$ cat src/rtl/imm_ext_arbiter.sv
// Round-robin arbiter sharing one IN_W->OUT_W immediate sign/zero-extender between two requesters.
// Optional feature: define IMM_EXT_SHL1_EN to add per-request shift-left-by-one (word-aligned offsets).
module imm_ext_arbiter #(
  parameter int IN_W  = 8,
  parameter int OUT_W = 16
) (
  input  logic             clk,
  input  logic             rst_n,
  input  logic             req0_valid,
  output logic             req0_ready,
  input  logic [IN_W-1:0]  req0_imm,
  input  logic             req0_unsigned,
  input  logic             req1_valid,
  output logic             req1_ready,
  input  logic [IN_W-1:0]  req1_imm,
  input  logic             req1_unsigned,
`ifdef IMM_EXT_SHL1_EN
  input  logic             req0_shl,
  input  logic             req1_shl,
`endif
  output logic             out_valid,
  input  logic             out_ready,
  output logic [OUT_W-1:0] out_data,
  output logic             out_id
);

  typedef enum logic {EMPTY = 1'b0, FULL = 1'b1} state_t;

  state_t             state_q, state_d;
  logic               rr_ptr_q;
  logic [OUT_W-1:0]   data_q;
  logic               id_q;

  logic               any_valid;
  logic               grant_id;
  logic               can_accept;
  logic               transfer;
  logic [IN_W-1:0]    sel_imm;
  logic               sel_unsigned;
  logic [OUT_W-1:0]   ext_data;

  // Grant goes to the lone requester, or to rr_ptr when both are asking.
  always_comb begin
    any_valid    = req0_valid | req1_valid;
    grant_id     = (req0_valid && req1_valid) ? rr_ptr_q : req1_valid;
    can_accept   = (state_q == EMPTY) | out_ready;
    transfer     = can_accept & any_valid;
    req0_ready   = transfer & ~grant_id;
    req1_ready   = transfer & grant_id;
    sel_imm      = grant_id ? req1_imm : req0_imm;
    sel_unsigned = grant_id ? req1_unsigned : req0_unsigned;
  end

  always_comb begin
    ext_data = {{(OUT_W-IN_W){sel_imm[IN_W-1] & ~sel_unsigned}}, sel_imm};
`ifdef IMM_EXT_SHL1_EN
    if (grant_id ? req1_shl : req0_shl)
      ext_data = {ext_data[OUT_W-2:0], 1'b0};
`endif
  end

  // A new transfer keeps the slot full even while the old result drains.
  always_comb begin
    state_d = state_q;
    if (transfer)
      state_d = FULL;
    else if (out_ready)
      state_d = EMPTY;
  end

  always_ff @(posedge clk or negedge rst_n) begin
    if (!rst_n) begin
      state_q  <= EMPTY;
      rr_ptr_q <= 1'b0;
      data_q   <= '0;
      id_q     <= 1'b0;
    end else begin
      state_q <= state_d;
      if (transfer) begin
        data_q   <= ext_data;
        id_q     <= grant_id;
        rr_ptr_q <= ~grant_id;
      end
    end
  end

  assign out_valid = (state_q == FULL);
  assign out_data  = data_q;
  assign out_id    = id_q;

endmodule

$ cat config.mk
export PLATFORM = sky130hd
export DESIGN_NAME = imm_ext_arbiter
export DESIGN_NICKNAME = d
export VERILOG_FILES = /design/src/rtl/imm_ext_arbiter.sv
export SDC_FILE = /design/constraint.sdc
export NUM_CORES = 1
export LEC_CHECK = 0
export CORE_ASPECT_RATIO = 1.1
export CORE_MARGIN = 4
export CORE_UTILIZATION = 38
export CTS_CLUSTER_DIAMETER = 200
export DETAILED_ROUTE_END_ITERATION = 7
export GPL_TIMING_DRIVEN = 1
export PLACE_DENSITY = 0.91
export SLEW_MARGIN = 20
export SYNTH_ARGS = -nofsm -noshare
export SYNTH_HDL_FRONTEND = slang
export SYNTH_SLANG_ARGS = --single-unit
$ cat constraint.sdc
create_clock -name clk -period 1.8 [get_ports clk]
set_input_delay 0.18 -clock clk [delete_from_list [all_inputs] [get_ports clk]]
set_output_delay 0.18 -clock clk [all_outputs]
set_load 0.05 [all_outputs]
# Word level (Yosys, flattened, before mapping)
# Cells that the tools add are included.
# W data, S select, Z words.
[totals] inputBits=23 rom_bits=0 output_inout_bits=20 ff_bits=12 mem_count=0 word_cells=20 ram_bits=0 latchBits=0
[classes] div_mod_pow=0 shift=0 n_bitwise=9 n_lt_le_gt_ge=0 n_eq_ne=0 reduce_logical=2 addsub=0 mul=0 muxes=5
[ops] cell="$mux W8" n=1
[ops] cell="$and A1 B1 Y1" n=4
[ops] cell="$mux W1" n=4
[ops] cell="$not A1 Y1" n=3
[ops] cell="$or A1 B1 Y1" n=2
[ops] cell="$reduce_bool A2 Y1" n=1
[ops] cell="$logic_and A1 B1 Y1" n=1

# Depth between registers and ports, before layout
# Gate-level depths: netlist (run 1).
[logic_depth] ltp_word=5 mapped_depth=5 depth_no_buf=3

# Least setup slack after synthesis (run 1)
# Ideal clock, no wire load.
[synth_timing] path_kind="reg2out" startpoint="register state_q, in the netlist out_valid" endpoint="output req1_ready" slack_ps=-284 required_ps=1620 arrival_time_ps=1904 path_stages_with_launch=4 n_path_buf=0 cell_sequence="dfrtp_1 > nand2b_1 > nand2_1 > nor3_1"
[synth_between] elab_chain_len=4
[synth_rtl] item="start, declared" line_no="29" rtl="state_t state_q, state_d;"
[synth_rtl] item="start signal, assigned" line_no="78" rtl="state_q <= state_d;"
[synth_rtl] item="$not A1 Y1" line_no="46" rtl="can_accept = (state_q == EMPTY) | out_ready;"
[synth_rtl] item="$or A1 B1 Y1" line_no="46"
[synth_rtl] item="$and A1 B1 Y1" line_no="47" rtl="transfer = can_accept & any_valid;"
[synth_rtl] item="$and A1 B1 Y1" line_no="49" rtl="req1_ready = transfer & grant_id;"
[synth_rtl] item="end, declared" line_no="14" rtl="output logic req1_ready,"
# Every way passes these cells.

# Worst setup path in the final report (run 1)
[layout_timing] startpoint="input req1_valid" endpoint="output req1_ready"
[layout_between] elab_chain_len=3 word_cells_on_any_way=5 classes_between="mux (1); bitwise (3); reduce/logical (1)"
[layout_rtl] item="start, declared" line_no="13" rtl="input logic req1_valid,"
[layout_rtl] item="$or A1 B1 Y1 or $logic_and A1 B1 Y1 (tied branches)" line_no="44, 45"
[layout_rtl] item="$and A1 B1 Y1 or $mux W1 (tied branches)" line_no="47, 45"
[layout_rtl] item="$and A1 B1 Y1 (*)" line_no="49"
# Mark *: on every way between the ends. The rest lies on a longest branch, timed or not.

==> flow_metrics.env, run 1 <==
export IMPL_hold_path_class="in2async"
export IMPL_endpoint_kind="output pin"
export IMPL_num_vias=750
export IMPL_antenna_found_initial=0
export IMPL_grt_usage=0.163
export IMPL_post_drt_via_cell_ratio=5.73
export IMPL_drc=0
export IMPL_power_frac_clock=0.196
export IMPL_setup_viol=0
export IMPL_wl_per_cell_um=15.8
export IMPL_cts_made_buffers=3
export IMPL_ys_ff_latch=12
export IMPL_cts_tree="yes"
export IMPL_pwr_share_comb=0.487
export IMPL_grt_max_degree=14
export IMPL_ctsHtreeMaxLevel=1
export IMPL_multiInputGateArea_um2=303
export IMPL_power_per_cell_area_nw_per_um2=968
export IMPL_max_cap_viol_count=0
export IMPL_place_congestion=0.776
export IMPL_post_place_ws_ns=0.118
export IMPL_synth_nets=100
export IMPL_yosysUniqueCellTypes=21
export IMPL_first_global_vias=726
export IMPL_clk_pin_slew_worst_paths_ns=0.08
export IMPL_n_antenna_cell=0
export IMPL_synthCells=77
export IMPL_rsz0062_at_grt="false"
export IMPL_switching_share=0.428
export IMPL_final_hold_viol_count=0
export IMPL_die_w_um=48.7
export IMPL_cp_arrival_ns=1.53
export IMPL_clock_skew_ns=0.00721
export IMPL_finalNetCount=138
export IMPL_clock_sinks=12
export IMPL_start_util=0.420
export IMPL_min_period_ns=1.71
export IMPL_core_area_um2=1650
export IMPL_yosysSeqAreaShare=0.433
export IMPL_cp_max_fo=5
export IMPL_setup_tns_ns=0
export IMPL_critPathKind="in2out"
export IMPL_grt_overflow=0
export IMPL_avgSynthCellArea_um2=9.00
export IMPL_fin_ws_ns=0.0946
export IMPL_clkLatencyLatePin_ns=0.27
export IMPL_required_ns=1.62
export IMPL_seqCellArea_um2=300
export IMPL_slew_violations=0
export IMPL_status="complete, no violations"
export IMPL_dieArea_um2=2570
export IMPL_grt_pass1_wl_mm=3.27
export IMPL_fmax_mhz=586
export IMPL_drive_above_1_share=0.193
export IMPL_area_growth_pct=62.8
export IMPL_layout_commonest_cell="clkdlybuf4s50_1"
export IMPL_clockRootBuffer="clkbuf_4"
export IMPL_p_sw_uw=467
export IMPL_io_pins=43
export IMPL_yosys_warnings=0
export IMPL_slew_headroom=0.640
export IMPL_dr_pass1_iters=4
export IMPL_vdd_drop_max_mv=0.605
export IMPL_worst_pin_slew_ns=0.538
export IMPL_syn_area_um2=693
export IMPL_wl_mm=2.07
export IMPL_port_buffers=42
export IMPL_p_leak_nw=0.445
export IMPL_hpwl_mm=1.62
export IMPL_drt_initial_drc_count=10
export IMPL_startpoint_type="primary input"
export IMPL_cts_hold_buf=0
export IMPL_ant_nets=0
export IMPL_fin_crit_sh=0.947
export IMPL_clk_path_buf_depth=2
export IMPL_die_h_um=52.8
export IMPL_power_internal_uw=625
export IMPL_nFillCells=139
export IMPL_final_cell_mix="clkdlybuf4s50_1, buf_4, dfrtp_1"
export IMPL_rows=15
export IMPL_seq_power_share=0.317
## path summary, 6_finish.rpt
path	cells after the start	from	endpoint	slack, ns
max	5	req1_valid	req1_ready	0.09
min	1	rst_n	out_data[1]	0.25
max reg2reg	3	rr_ptr_q	out_data[8]	0.37
min reg2reg	1	out_id	out_id	0.52
max in group asynchronous	1	rst_n	out_data[8]	1.19
min in group clk	3	req0_imm[0]	out_data[0]	0.48
## power groups by stage
stage               sequential (mW)  clock [mW]  combinational, mW
floorplan                     0.474           0              0.233
global placement              0.348           0              0.524
detailed placement            0.350           0              0.532
CTS                           0.344       0.216              0.533
global route                  0.351       0.225              0.559
finish                        0.346       0.214              0.532
## synth_stat cells, drive strengths merged
cell / n / area [um2]
buf: 11 / 81.3
nor2: 2 / 7.51
nor2b: 2 / 12.5
inv: 1 / 6.26
clkinv: 1 / 3.75
o21ai: 9 / 45.0
a21oi: 11 / 55.1
o211ai: 8 / 60.1
nand3: 1 / 5.00
and2: 1 / 6.26
nor3: 1 / 5.00
or2: 1 / 6.26
clkbuf: 3 / 11.3
nand2: 1 / 3.75
nand2b: 1 / 6.26
or4b: 1 / 10.0
a31oi: 9 / 56.3
mux2: 1 / 11.3
dfrtp: 12 / 300
## critical path: stages
cell and delay, ns:
clkdlybuf4s50_1 0.57, or2_1 0.23, nand2_1 0.11, nor3_2 0.26, buf_12 0.18
## repair_timing
action / CTS / global route
resized for setup: 0 / 2
setup buffers: 0 / 0
setup endpoints to repair: 0 / 1
## layer usage
layer / part of all wire / global-route usage / wire [um]
met5: 0 / 0 / 0
met4: 0.025 / 0.108 / 51
met2: 0.53 / 0.280 / 1090
met1: 0.37 / 0.173 / 770
met3: 0.077 / 0.0456 / 160
## sequential cells by signal, summed over array words and instances (netlist names)
signal,cells
out_valid,1
rr_ptr_q,1
out_data,9
out_id,1
## stage by stage
| stage | power [mW] | instances | instance area, um2 | hold slack [ns] | utilization |
|---|---|---|---|---|---|
| CTS | 1.09 | 131 | 1120 | 0.264 | 0.679 |
| global placement | 0.872 | 127 | 1080 | 0.483 | 0.657 |
| global route | 1.14 | 131 | 1130 | 0.299 | 0.683 |
| finish | 1.09 | 131 | 1130 | 0.251 | 0.683 |
| detailed placement | 0.882 | 127 | 1080 | 0.495 | 0.657 |
| floorplan | 0.706 | 77 | 698 | -0.116 | - |
## area by class of cell
type / count / area share
Tap cell: 17 / 0.0188
Timing Repair Buffer: 47 / 0.406
Sequential cell: 12 / 0.266
Clock buffer: 4 / 0.0322
Multi-Input combinational cell: 49 / 0.268
Inverter: 2 / 0.00887
## logic make-up (layout without fill, tap and decap cells)
family / Yosys count / count (layout) / share of synthesized area
mux: 1 / 1 / 0.0162
buf+inv: 16 / 53 / 0.148
flops: 12 / 12 / 0.433
compound gates: 37 / 37 / 0.312
simple gates: 11 / 11 / 0.0903
Power figures use the tool's default switching activity.
==> run 2, diff against run 1 <==
--- a/config.mk
+++ b/config.mk
@@ -12,7 +12,6 @@
 export DETAILED_ROUTE_END_ITERATION = 7
 export GPL_TIMING_DRIVEN = 1
 export PLACE_DENSITY = 0.91
-export SLEW_MARGIN = 20
 export SYNTH_ARGS = -nofsm -noshare
 export SYNTH_HDL_FRONTEND = slang
 export SYNTH_SLANG_ARGS = --single-unit
==> results of run 2 <==
The final DEF is identical to that of run 1; final timing and power are the same.
